[src/rtl/token_issuer_pkg.sv]
// Shared types and default widths for the token burst issuer and its gap timer.
package token_issuer_pkg;

    localparam int CNT_W_DEF = 8;
    localparam int GAP_W_DEF = 4;

    typedef enum logic [1:0] {
        IDLE  = 2'd0,
        ISSUE = 2'd1,
        GAP   = 2'd2
    } state_e;

    // True when a down-counter value means "this is the final idle cycle".
    function automatic logic gap_final(input logic [GAP_W_DEF-1:0] value);
        return (value <= GAP_W_DEF'(1));
    endfunction

endpackage

[src/rtl/token_gap_timer.sv]
// Loadable down-counter that times the idle gap between tokens of a burst.
module token_gap_timer #(
    parameter int GAP_W = 4
) (
    input  logic             clk_i,
    input  logic             rst_ni,
    input  logic             load_i,
    input  logic [GAP_W-1:0] load_val_i,
    input  logic             count_i,
    output logic             expired_o
);

    logic [GAP_W-1:0] count_q;
    logic [GAP_W-1:0] count_d;

    // Load wins over count; the counter saturates at zero instead of wrapping.
    always_comb begin
        count_d = count_q;
        if (load_i) begin
            count_d = load_val_i;
        end else if (count_i && (count_q != '0)) begin
            count_d = count_q - 1'b1;
        end
    end

    always_ff @(posedge clk_i or negedge rst_ni) begin
        if (!rst_ni) begin
            count_q <= '0;
        end else begin
            count_q <= count_d;
        end
    end

    assign expired_o = (count_q <= GAP_W'(1));

endmodule

[src/rtl/token_burst_issuer.sv]
// Producer side of the dataless token enqueue handshake: issues a commanded
// number of tokens, optionally spaced by idle gaps, with sticky abort support.
module token_burst_issuer
    import token_issuer_pkg::*;
#(
    parameter int CNT_W = CNT_W_DEF,
    parameter int GAP_W = GAP_W_DEF
) (
    input  logic             clock,
    input  logic             reset,
    input  logic             io_cmd_valid,
    output logic             io_cmd_ready,
    input  logic [CNT_W-1:0] io_cmd_bits_count,
    input  logic [GAP_W-1:0] io_cmd_bits_gap,
    input  logic             io_abort,
    output logic             io_enq_valid,
    input  logic             io_enq_ready,
    output logic             io_done,
    output logic             io_done_aborted,
    output logic             io_busy,
    output logic [CNT_W-1:0] io_issued
);

    // Handshakes: a transfer happens on a rising clock edge where valid and
    // ready are both high; once raised, valid holds until that transfer.
    state_e           state_q;
    logic [CNT_W-1:0] remaining_q;
    logic [CNT_W-1:0] issued_q;
    logic [GAP_W-1:0] gap_q;
    logic             abort_pending_q;
    logic             enq_valid_q;
    logic             done_q;
    logic             done_aborted_q;

    logic             tok_fire;
    logic             abort_now;
    logic             last_tok;
    logic             gap_load;
    logic             gap_count;
    logic             gap_expired;

    assign tok_fire  = enq_valid_q && io_enq_ready;
    assign abort_now = abort_pending_q || io_abort;
    assign last_tok  = (remaining_q == CNT_W'(1));
    assign gap_load  = (state_q == ISSUE) && tok_fire && !last_tok && !abort_now
                       && (gap_q != '0);
    assign gap_count = (state_q == GAP);

    token_gap_timer #(
        .GAP_W(GAP_W)
    ) u_gap_timer (
        .clk_i      (clock),
        .rst_ni     (reset),
        .load_i     (gap_load),
        .load_val_i (gap_q),
        .count_i    (gap_count),
        .expired_o  (gap_expired)
    );

    always_ff @(posedge clock or negedge reset) begin
        if (!reset) begin
            state_q         <= IDLE;
            remaining_q     <= '0;
            issued_q        <= '0;
            gap_q           <= '0;
            abort_pending_q <= 1'b0;
            enq_valid_q     <= 1'b0;
            done_q          <= 1'b0;
            done_aborted_q  <= 1'b0;
        end else begin
            done_q         <= 1'b0;
            done_aborted_q <= 1'b0;
            case (state_q)
                IDLE: begin
                    abort_pending_q <= 1'b0;
                    if (io_cmd_valid) begin
                        remaining_q <= io_cmd_bits_count;
                        gap_q       <= io_cmd_bits_gap;
                        issued_q    <= '0;
                        if (io_cmd_bits_count == '0) begin
                            done_q <= 1'b1;
                        end else begin
                            state_q     <= ISSUE;
                            enq_valid_q <= 1'b1;
                        end
                    end
                end
                ISSUE: begin
                    if (io_abort) begin
                        abort_pending_q <= 1'b1;
                    end
                    if (tok_fire) begin
                        issued_q    <= issued_q + 1'b1;
                        remaining_q <= remaining_q - 1'b1;
                        // A pending abort lands here, after the offered token was taken.
                        if (last_tok || abort_now) begin
                            state_q         <= IDLE;
                            enq_valid_q     <= 1'b0;
                            abort_pending_q <= 1'b0;
                            done_q          <= 1'b1;
                            done_aborted_q  <= !last_tok;
                        end else if (gap_q != '0) begin
                            state_q     <= GAP;
                            enq_valid_q <= 1'b0;
                        end
                    end
                end
                GAP: begin
                    if (abort_now) begin
                        state_q         <= IDLE;
                        abort_pending_q <= 1'b0;
                        done_q          <= 1'b1;
                        done_aborted_q  <= 1'b1;
                    end else if (gap_expired) begin
                        state_q     <= ISSUE;
                        enq_valid_q <= 1'b1;
                    end
                end
                default: begin
                    state_q     <= IDLE;
                    enq_valid_q <= 1'b0;
                end
            endcase
        end
    end

    assign io_cmd_ready    = (state_q == IDLE);
    assign io_busy         = (state_q != IDLE);
    assign io_enq_valid    = enq_valid_q;
    assign io_done         = done_q;
    assign io_done_aborted = done_aborted_q;
    assign io_issued       = issued_q;

endmodule

[config.mk]
export PLATFORM = sky130hd
export DESIGN_NAME = token_burst_issuer
export DESIGN_NICKNAME = d
export VERILOG_FILES = /design/src/rtl/token_issuer_pkg.sv /design/src/rtl/token_gap_timer.sv /design/src/rtl/token_burst_issuer.sv
export SDC_FILE = /design/constraint.sdc
export NUM_CORES = 1
export LEC_CHECK = 0
export CAP_MARGIN = 0
export CORE_MARGIN = 4
export CORE_UTILIZATION = 50
export DETAILED_ROUTE_END_ITERATION = 12
export GPL_ROUTABILITY_DRIVEN = 0
export HOLD_SLACK_MARGIN = 0.1
export PLACE_DENSITY = 0.87
export SLEW_MARGIN = 20
export SYNTH_ARGS = -nofsm -noshare
export SYNTH_HDL_FRONTEND = slang
export SYNTH_HIERARCHICAL = 1
export SYNTH_SLANG_ARGS = --single-unit
[constraint.sdc]
create_clock -name clock -period 4.1 [get_ports clock]
set_input_delay 0.615 -clock clock [delete_from_list [all_inputs] [get_ports clock]]
set_output_delay 0.615 -clock clock [all_outputs]
set_load 0.1 [all_outputs]
==> impl_metrics.env <==
export IMPL_final_min_clock_period_ns=3.04
export IMPL_synth_area_top_cells="sky130_fd_sc_hd__dfrtp_1, sky130_fd_sc_hd__ha_1, sky130_fd_sc_hd__a21oi_1"
export IMPL_fin_area_mm2=0.00216
export IMPL_antenna_found_initial=0
export IMPL_areaGrowthSynthToFinish_pct=22.5
export IMPL_p_clk_share_pct=10.8
export IMPL_switching_power_uw=907
export IMPL_routed_via_count=1479
export IMPL_worstSkewPairLatency_ns=0.34
export IMPL_synth_mux_area_share_pct=6.25
export IMPL_fraction_of_layout_instances_using_a_drive_strength_above_1_pct=11.1
export IMPL_detailedRoute_firstPassIterationCount=4
export IMPL_static_leakage_power_uw=0.000901
export IMPL_floorplan_initialDensity_pct=52.3
export IMPL_drt_first_iter_violations=61
export IMPL_core_region_area_mm2=0.00336
export IMPL_startpoint="state_q[0]"
export IMPL_max_cap_violations=0
export IMPL_hp_class="reg -> reg"
export IMPL_drt_antenna_violating_nets=0
export IMPL_dpl_instance_area_mm2=0.00209
export IMPL_highest_count_cells_in_the_layout_ignoring_fill_and_taps="sky130_fd_sc_hd__dfrtp_1, sky130_fd_sc_hd__clkdlybuf4s50_1, sky130_fd_sc_hd__nand2_1"
export IMPL_critPathCaptureType="output port"
export IMPL_grt_first_pass_wirelength_um=6110
export IMPL_data_arrival_critical_path_ns=2.42
export IMPL_dpl_hpwl_um=2660
export IMPL_synth_area_per_cell_um2=9.62
export IMPL_run_status="finished, final reports clean"
export IMPL_synth_lib_cells_used_distinct=43
export IMPL_power_density_mw_per_mm2=818
export IMPL_yosysWarningCount=6
export IMPL_cts_root_buffer_cell="sky130_fd_sc_hd__clkbuf_4"
export IMPL_clock_skew_ns=0.0117
export IMPL_cts_max_path_buffers=2
export IMPL_synth_top_cell_area_share_pct=42.6
export IMPL_finalCoreUtilization_pct=64.1
export IMPL_synth_fa_ha_area_share_pct=7.11
export IMPL_net_count_of_the_mapped_netlist=210
export IMPL_number_of_global_route_vias_before_repair=1378
export IMPL_synth_top_cell_by_area="sky130_fd_sc_hd__dfrtp_1"
export IMPL_wl_per_cell_um=13.9
export IMPL_rr_startpoint="state_q[1]"
export IMPL_worst_path_max_fanout=9
export IMPL_cts_tree="done"
export IMPL_place_port_buffers=29
export IMPL_rsz0062_at_grt="no"
export IMPL_synth_compound_area_share_pct=17.2
export IMPL_synth_seq_area_share_pct=42.6
export IMPL_sequentialPowerShare_pct=31.9
export IMPL_p_int_uw=856
export IMPL_worst_r2r_path_depth=7
export IMPL_report_final_slew_viol_count=0
export IMPL_die_w_um=67.3
export IMPL_synthesis_instances=183
export IMPL_die_h_um=67.3
export IMPL_vdd_ir_drop_max_mv=0.442
export IMPL_grt_remaining_overflow=0
export IMPL_ys_seq_elements=30
export IMPL_placementRows=21
export IMPL_post_route_worst_setup_slack_ns=1.06
export IMPL_cp_required_ns=3.48
export IMPL_detail_route_drc_violations=0
export IMPL_fin_tns_setup_ns=0
export IMPL_slew_headroom_pct=33.1
export IMPL_setup_viol_count_final=0
export IMPL_average_via_count_per_standard_cell=5.62
export IMPL_hold_viol_final=0
export IMPL_drt_total_wl_um=3670
export IMPL_nNetsFinal=243
export IMPL_cts_setup_buffers=0
export IMPL_cts_hold_buf=0
export IMPL_worst_setup_path_category="reg -> out"
export IMPL_switching_share_pct=51.4
export IMPL_startpoint_type="register"
export IMPL_min_from="abort_pending_q"
export IMPL_grt_usage_pct=18.3
export IMPL_pin_count_of_the_biggest_net_entering_global_routing=31
export IMPL_final_common_cell="sky130_fd_sc_hd__dfrtp_1"
export IMPL_cts_sinks=30
export IMPL_timing_hold_worst_path_depth=1
export IMPL_die_area_mm2=0.00453
export IMPL_htree_num_levels=2
export IMPL_power_frac_comb_pct=57.3
export IMPL_totalPowerFinal_uw=1760
export IMPL_dp_worst_setup_slack_ns=1.20
export IMPL_worstMarginPinSlew_ns=1.00
export IMPL_min_period_over_period_pct=74.1
export IMPL_mapped_area_mm2=0.00176
export IMPL_insertedDiodeCount=0
export IMPL_tritoncts_num_buffers=5
export IMPL_highest_attainable_clock_frequency_mhz=329
export IMPL_largest_family_of_logic_cells_by_synthesized_area="simple AND/OR/NAND/NOR gates"
export IMPL_synthSimpleGateAreaFrac_pct=20.3
export IMPL_cts_clk_slew_worst_paths_ns=0.10
export IMPL_top_level_port_count=30
export IMPL_yosys_area_share_xor_xnor_pct=2.99
export IMPL_post_cts_resized=0
sequential cells by signal, summed over array words and instances (netlist names):
register and cells:
gap_q 4, io_enq_valid 1, state_q 2, u_gap_timer/count_q 4
abort_pending_q 1, io_done_aborted 1, io_issued 8, remaining_q 8
io_done 1
metal layers:
layer	global-route usage, %	up-vias	wire length, um
met1	23.7	705	1700
met2	29.0	31	1760
met5	0	-	0
met3	3.66	8	124
met4	9.11	0	82
li1	-	735	-
cell type report:
| type | instances | area [um2] |
|---|---|---|
| clock buffers | 6 | 51.3 |
| repair buffers | 30 | 298 |
| flip-flops and latches | 30 | 751 |
| inverters | 10 | 37.5 |
| fillers | 303 | 1210 |
| clock inverters | 2 | 12.5 |
| well taps | 46 | 57.6 |
| multi-input cells | 139 | 948 |
cells in the mapped netlist (all sizes together):
cell	instances
mux2i	5
a21boi	1
clkbuf	1
or3	1
buf	3
o21ai	9
nor4	4
o22a	1
ha	10
xnor2	2
nor3	4
and2	1
nand3	9
o211ai	2
a31oi	1
nand2	20
a31o	4
nand4	3
o311ai	2
dfrtp	30
a21oi	16
a41oi	2
nor2b	3
o22ai	6
mux2	5
nor2	14
nand2b	1
nor4b	4
nor3b	2
or3b	1
a211o	1
a22oi	1
xor2	4
inv	10
metrics by stage:
step	hold slack, ns	std cells
after global placement	0.495	255
final	0.529	263
after CTS	0.533	263
after floorplan	0.319	183
after detailed placement	0.509	255
after global routing	0.566	263
critical path: stages, from the launching register on:
cell and delay, ns:
sky130_fd_sc_hd__dfrtp_1 0.43, sky130_fd_sc_hd__inv_1 0.10, sky130_fd_sc_hd__ha_1 0.36, sky130_fd_sc_hd__clkdlybuf4s50_1 1.20
final timing paths:
path	to	slack, ns
setup / recovery	io_cmd_ready	1.06
hold / removal	abort_pending_q	0.53
setup reg to reg	u_gap_timer/count_q[0]	1.47
hold reg to reg	abort_pending_q	0.53
max in group asynchronous	remaining_q[7]	3.16
min in group asynchronous	u_gap_timer/count_q[2]	0.65
power by group through the flow:
stage | sequential [uW] | combinational, uW | clock [uW]
after floorplan | 699 | 660 | 0
after global placement | 561 | 993 | 0
after detailed placement | 566 | 1010 | 0
after CTS | 561 | 1010 | 197
after global routing | 587 | 1100 | 207
final | 562 | 1010 | 191
kinds of logic after synthesis:
logic type	count (synthesis)
and+or+nand+nor	67
AOI/OAI and AO/OA	46
DFF	30
buffers and inverters	14
muxes	10
adders and majority gates	10
xor gates and xnor gates	6
No activity file was read; power rests on OpenSTA's default activity.
